[src/rtl/fifo_stream_drain_if.sv]
// Handshake bundle for fifo_stream_drain: FIFO read side plus the
// valid/ready output stream and status counters.
interface fifo_stream_drain_if #(
  parameter int DATA_WIDTH = 8,
  parameter int BUF_DEPTH  = 4,
  parameter int CNT_WIDTH  = 16
);
  localparam int LVL_W = $clog2(BUF_DEPTH) + 1;

  logic                  drain_en;
  logic                  flush;
  logic                  fifo_empty;
  logic                  fifo_rd;
  logic [DATA_WIDTH-1:0] fifo_rd_data;
  logic                  out_valid;
  logic                  out_ready;
  logic [DATA_WIDTH-1:0] out_data;
  logic [LVL_W-1:0]      buf_level;
  logic [CNT_WIDTH-1:0]  words_out;

  // Drain block side
  modport master (
    input  drain_en, flush, fifo_empty, fifo_rd_data, out_ready,
    output fifo_rd, out_valid, out_data, buf_level, words_out
  );

  // Environment side (FIFO source plus downstream sink)
  modport slave (
    output drain_en, flush, fifo_empty, fifo_rd_data, out_ready,
    input  fifo_rd, out_valid, out_data, buf_level, words_out
  );
endinterface

[src/rtl/fifo_stream_drain.sv]
// Read-side consumer for fifo_ctrl: issues read strobes while there is
// room in a small prefetch buffer, captures the data returned one cycle
// later, and presents it on a valid/ready stream at one word per clock.
module fifo_stream_drain #(
  parameter int DATA_WIDTH = 8,
  parameter int BUF_DEPTH  = 4,
  parameter int CNT_WIDTH  = 16
) (
  input logic                clk,
  input logic                reset,
  fifo_stream_drain_if.master bus
);
  localparam int PTR_W = $clog2(BUF_DEPTH);
  localparam int LVL_W = PTR_W + 1;

  logic [DATA_WIDTH-1:0] r_buf [BUF_DEPTH];
  logic [PTR_W-1:0]      r_wr_ptr;
  logic [PTR_W-1:0]      r_rd_ptr;
  logic [LVL_W-1:0]      r_level;
  logic                  r_inflight;
  logic                  r_drop;
  logic [CNT_WIDTH-1:0]  r_words_out;

  logic                  w_rd;
  logic                  w_push;
  logic                  w_pop;
  logic [LVL_W:0]        w_committed;

  // Issue/return/handshake decisions; fifo_rd looks only at registered
  // occupancy, never at out_ready, so no combinational path exists from
  // the downstream sink back to the FIFO.
  always_comb begin
    w_committed = {1'b0, r_level} + {{LVL_W{1'b0}}, r_inflight};
    // Reset also blocks issue so no word is ever in flight across reset.
    w_rd   = ~reset & bus.drain_en & ~bus.fifo_empty & ~bus.flush &
             (w_committed < (LVL_W+1)'(BUF_DEPTH));
    // r_drop only matters for a read that raced a flush; the issue rule
    // already masks those, so it is a second line of defence.
    w_push = r_inflight & ~r_drop;
    w_pop  = (r_level != '0) & bus.out_ready;
  end

  // Pointer, level, in-flight and handshake counter state.
  always_ff @(posedge clk) begin
    if (reset) begin
      r_wr_ptr    <= '0;
      r_rd_ptr    <= '0;
      r_level     <= '0;
      r_inflight  <= 1'b0;
      r_drop      <= 1'b0;
      r_words_out <= '0;
    end else begin
      r_inflight  <= w_rd;
      r_drop      <= bus.flush;
      r_words_out <= r_words_out + CNT_WIDTH'(w_pop);
      if (bus.flush) begin
        r_wr_ptr <= '0;
        r_rd_ptr <= '0;
        r_level  <= '0;
      end else begin
        if (w_push) r_wr_ptr <= r_wr_ptr + PTR_W'(1);
        if (w_pop)  r_rd_ptr <= r_rd_ptr + PTR_W'(1);
        r_level <= r_level + LVL_W'(w_push) - LVL_W'(w_pop);
      end
    end
  end

  // Prefetch storage; cleared on reset so out_data starts at zero.
  always_ff @(posedge clk) begin
    if (reset) begin
      for (int unsigned i = 0; i < BUF_DEPTH; i++) r_buf[i] <= '0;
    end else if (w_push && !bus.flush) begin
      r_buf[r_wr_ptr] <= bus.fifo_rd_data;
    end
  end

  assign bus.fifo_rd   = w_rd;
  assign bus.out_valid = (r_level != '0);
  assign bus.out_data  = r_buf[r_rd_ptr];
  assign bus.buf_level = r_level;
  assign bus.words_out = r_words_out;
endmodule

[src/flat_wrapper.sv]
// flat-port wrapper written by rule: the top's interface ports become plain ports
module fifo_stream_drain_flat 
#(
  parameter int DATA_WIDTH = 8,
  parameter int BUF_DEPTH  = 4,
  parameter int CNT_WIDTH  = 16
)
  (clk, reset, bus_drain_en, bus_flush, bus_fifo_empty, bus_fifo_rd_data, bus_out_ready, bus_fifo_rd, bus_out_valid, bus_out_data, bus_buf_level, bus_words_out);
  fifo_stream_drain_if #(.DATA_WIDTH(DATA_WIDTH), .BUF_DEPTH(BUF_DEPTH), .CNT_WIDTH(CNT_WIDTH)) bus_i ();
  input logic clk;
  input logic reset;
  input wire logic [$bits(bus_i.drain_en)-1:0] bus_drain_en;
  input wire logic [$bits(bus_i.flush)-1:0] bus_flush;
  input wire logic [$bits(bus_i.fifo_empty)-1:0] bus_fifo_empty;
  input wire logic [$bits(bus_i.fifo_rd_data)-1:0] bus_fifo_rd_data;
  input wire logic [$bits(bus_i.out_ready)-1:0] bus_out_ready;
  output wire logic [$bits(bus_i.fifo_rd)-1:0] bus_fifo_rd;
  output wire logic [$bits(bus_i.out_valid)-1:0] bus_out_valid;
  output wire logic [$bits(bus_i.out_data)-1:0] bus_out_data;
  output wire logic [$bits(bus_i.buf_level)-1:0] bus_buf_level;
  output wire logic [$bits(bus_i.words_out)-1:0] bus_words_out;
  assign bus_i.drain_en = bus_drain_en;
  assign bus_i.flush = bus_flush;
  assign bus_i.fifo_empty = bus_fifo_empty;
  assign bus_i.fifo_rd_data = bus_fifo_rd_data;
  assign bus_i.out_ready = bus_out_ready;
  assign bus_fifo_rd = bus_i.fifo_rd;
  assign bus_out_valid = bus_i.out_valid;
  assign bus_out_data = bus_i.out_data;
  assign bus_buf_level = bus_i.buf_level;
  assign bus_words_out = bus_i.words_out;
  fifo_stream_drain #(.DATA_WIDTH(DATA_WIDTH), .BUF_DEPTH(BUF_DEPTH), .CNT_WIDTH(CNT_WIDTH)) u_core (.clk(clk), .reset(reset), .bus(bus_i));
endmodule
[config.mk]
export PLATFORM = sky130hd
export DESIGN_NAME = fifo_stream_drain_flat
export DESIGN_NICKNAME = d
export VERILOG_FILES = /design/src/rtl/fifo_stream_drain_if.sv /design/src/rtl/fifo_stream_drain.sv /design/src/flat_wrapper.sv
export SDC_FILE = /design/constraint.sdc
export NUM_CORES = 1
export LEC_CHECK = 0
export ABC_AREA = 1
export CAP_MARGIN = 20
export CORE_MARGIN = 8
export CORE_UTILIZATION = 57
export CTS_CLUSTER_DIAMETER = 40
export DETAILED_ROUTE_END_ITERATION = 7
export GPL_TIMING_DRIVEN = 0
export PLACE_DENSITY_LB_ADDON = 0.15
export RECOVER_POWER = 50
export SLEW_MARGIN = 30
export SYNTH_ARGS = -nofsm -noshare
export SYNTH_HDL_FRONTEND = slang
export SYNTH_SLANG_ARGS = --single-unit
[constraint.sdc]
create_clock -name clk -period 3.05 [get_ports clk]
set_clock_uncertainty 0.1 [all_clocks]
set_input_delay 0.61 -clock clk [delete_from_list [all_inputs] [get_ports clk]]
set_output_delay 0.61 -clock clk [all_outputs]
set_load 0.01 [all_outputs]
==> flow_metrics.py <==
metrics = {
    "power": {
        "p_total_mw": 1.61,
        "swShare_pct": 21.5,
        "comb_power_share_pct": 5.0,
        "irDropWorstVdd_uv": 330,
        "p_seq_share_pct": 53.5,
        "power_leakage_nw": 1.28,
        "clkPwrFrac_pct": 41.5,
        "p_int_mw": 1.26,
        "p_per_area_nw_per_um2": 490,
        "p_sw_uw": 345,
    },
    "drt": {
        "avgViaCountPerCell": 5.36,
        "detail-route-antenna-nets": 0,
        "wl_per_cell_um": 14.3,
        "drtPass1Iterations": 4,
        "drt_iter0_markers": 169,
        "dr_total_vias": 2185,
        "routed_wl_mm": 5.85,
        "post-route-drc-count": 0,
    },
    "placed_design": {
        "dpl_worst_slack_ns": 0.00300,
        "hpwl_mm": 4.15,
        "numPortBuffers": 42,
        "routabilityCongestion": 0.870,
    },
    "logic_synthesis": {
        "yosys_warnings": 0,
        "ys_ff_latch": 59,
        "syn_area_um2": 2650,
        "synth_top_area_share_pct": 36.2,
        "ys_seq_area_share_pct": 56.6,
        "ys_top_cells_by_area": "edfxtp_1 (36%), dfxtp_1 (20%), nor2_1 (9.5%)",
        "ys_types": 31,
        "syn_area_per_cell_um2": 8.97,
        "yosysTopAreaCell": "edfxtp_1",
        "syn-instance-count": 296,
        "synth_nets": 315,
    },
    "floorplan": {
        "rows": 25,
        "coreArea_um2": 4600,
        "dieArea_um2": 7100,
        "die_y_um": 84.2,
        "io_pins": 43,
        "initial_utilization_pct": 57.7,
        "die_x_um": 84.2,
    },
    "status": {
        "status": "finished clean",
    },
    "critical_path": {
        "max_stage_delay_ns": 0.45,
        "crit_slowest_cell": "clkdlybuf4s50_1",
        "cp_cell_sequence": "clkdlybuf4s50_1 -> nor2_1 -> inv_1 -> nor2_1 -> inv_4 -> nor2_8 -> nand2_1 -> nand2_1",
        "worst_setup_path_start_kind": "input pin",
        "cp-end-kind": "flop",
        "cp.required_ns": 2.95,
        "rr_worst_depth": 8,
        "path_class": "in2reg",
        "critPathMaxFanout": 9,
        "arrival_ns": 2.64,
    },
    "timing": {
        "holdWs_ns": 0.399,
        "slew_viol_final": 0,
        "period_needed_ns": 2.74,
        "tightestPinTransition_ns": 0.748,
        "setup_viol": 0,
        "relSlewSlack_pct": 49.8,
        "fin_ws_ns": 0.314,
        "hold_viol": 0,
        "max_freq_mhz": 365,
        "fin_setup_tns_ns": 0,
        "fin_crit_sh_pct": 89.7,
        "rsz0062_at_grt": "false",
    },
    "worst_hold_path": {
        "hold_path_class": "reg2reg",
        "min_path_cells": 2,
    },
    "cts": {
        "root_buffer": "clkbuf_8",
        "clkLatencyLatePin_ns": 0.34,
        "cts_tree": "built",
        "cts.sinks": 59,
        "cts_buffers": 9,
        "clock_path_buffers": 2,
        "clkTransAtPathRegs_ns": 0.06,
        "h-tree-depth": 3,
    },
    "grt": {
        "first_global_vias": 2171,
        "gr-total-overflow": 0,
        "grt_max_degree": 11,
        "antenna_found_initial": 0,
        "grt_usage_pct": 17.2,
        "grt_first_pass_wirelength_mm": 9.81,
    },
    "layout": {
        "final_cell_mix": "nor2_1 (70), inv_1 (39), clkdlybuf4s50_1 (37)",
        "final_nets": 368,
        "syn2layout_area_growth_pct": 23.4,
        "drive_gt1_share_pct": 4.80,
        "nFillCells": 362,
        "final_common_cell": "nor2_1",
        "n_antenna_cell": 0,
    },
    "run": {
        "maxCapViolCount": 0,
    },
}
[layer usage]
layer	wire length (µm)	global-route usage, %	part of all wire, %	vias to the layer above
li1	-	-	-	1091
met2	2820	28.6	48	69
met5	0	0	0	-
met1	2580	19.4	44	1016
met4	88	6.91	1.5	0
met3	356	6.29	6.1	9
[power by group through the flow]
stage | sequential [mW] | combinational (mW) | clock [mW]
after floorplan | 0.875 | 0.0388 | 0
after global placement | 0.876 | 0.0825 | 0
after detailed placement | 0.877 | 0.0841 | 0
after CTS | 0.859 | 0.0845 | 0.676
after global routing | 0.860 | 0.0887 | 0.713
final | 0.859 | 0.0798 | 0.667
[worst max-delay path, delay by kind of cell]
family | cells | cell delay [ns]
simple gates | 5 | 1.26
buf+inv | 3 | 0.76
[timing repair]
action,4_1_cts,5_1_grt
gates resized for setup,0,2
hold endpoints to repair,0,0
setup endpoints to repair,0,1
hold buffers,0,0
setup buffers,0,0
[synthesized netlist by cell type (all sizes together)]
library cell / count
o22ai: 8
nand3b: 1
edfxtp: 32
nor3: 17
a41oi: 1
or2: 1
and3: 3
xor2: 2
fa: 1
clkbuf: 1
nand3: 9
ha: 4
xnor2: 1
nor4: 2
nand2: 31
o21a: 1
o21ai: 24
nor2: 72
a21oi: 10
nand4: 4
dfxtp: 27
inv: 41
buf: 3
[sequential cells by signal, indices dropped and copies added, names as in the netlist, named ones only]
name and cells:
u_core.r_drop 1, u_core.bus.buf_level 3, u_core.r_wr_ptr 2, u_core.r_rd_ptr 2
u_core.bus.words_out 16, u_core.r_inflight 1, u_core.r_buf 32
[cell type report]
cell class | instances | area [µm²] | area share (%)
clock inverter | 4 | 42.5 | 1.30
tap | 54 | 67.6 | 2.06
sequential | 59 | 1500 | 45.8
multi-input combinational | 192 | 938 | 28.6
timing repair buffer | 42 | 417 | 12.7
clock buffer | 12 | 135 | 4.13
inverter | 41 | 156 | 4.77
buffer | 4 | 17.5 | 0.535
[path summary, 6_finish.rpt]
check	startpoint	end	slack [ns]
max reg2reg	u_core.r_inflight$_SDFF_PP0_	u_core.r_buf[0][0]$_SDFFCE_PN0P_	0.96
min	u_core.bus.words_out[12]$_SDFF_PP0_	u_core.bus.words_out[12]$_SDFF_PP0_	0.40
max	bus_flush	u_core.r_buf[0][0]$_SDFFCE_PN0P_	0.31
min reg2reg	u_core.bus.words_out[12]$_SDFF_PP0_	u_core.bus.words_out[12]$_SDFF_PP0_	0.40
[metrics by stage]
stage	utilization [%]	instance area, µm²	std cells
final	71.2	3280	408
after global routing	71.2	3280	408
after CTS	72.2	3320	408
after detailed placement	68.3	3140	392
after global placement	68.3	3140	392
after floorplan	-	2650	296
[logic make-up after synthesis]
family,after synthesis,synth area share [%]
and+or+nand+nor,140,24.0
DFF,59,56.6
buffers and inverters,45,6.84
AOI/OAI and AO/OA,44,8.91
adders and majority gates,5,2.64
xor gates and xnor gates,3,0.990
Power figures use the tool's default switching activity.
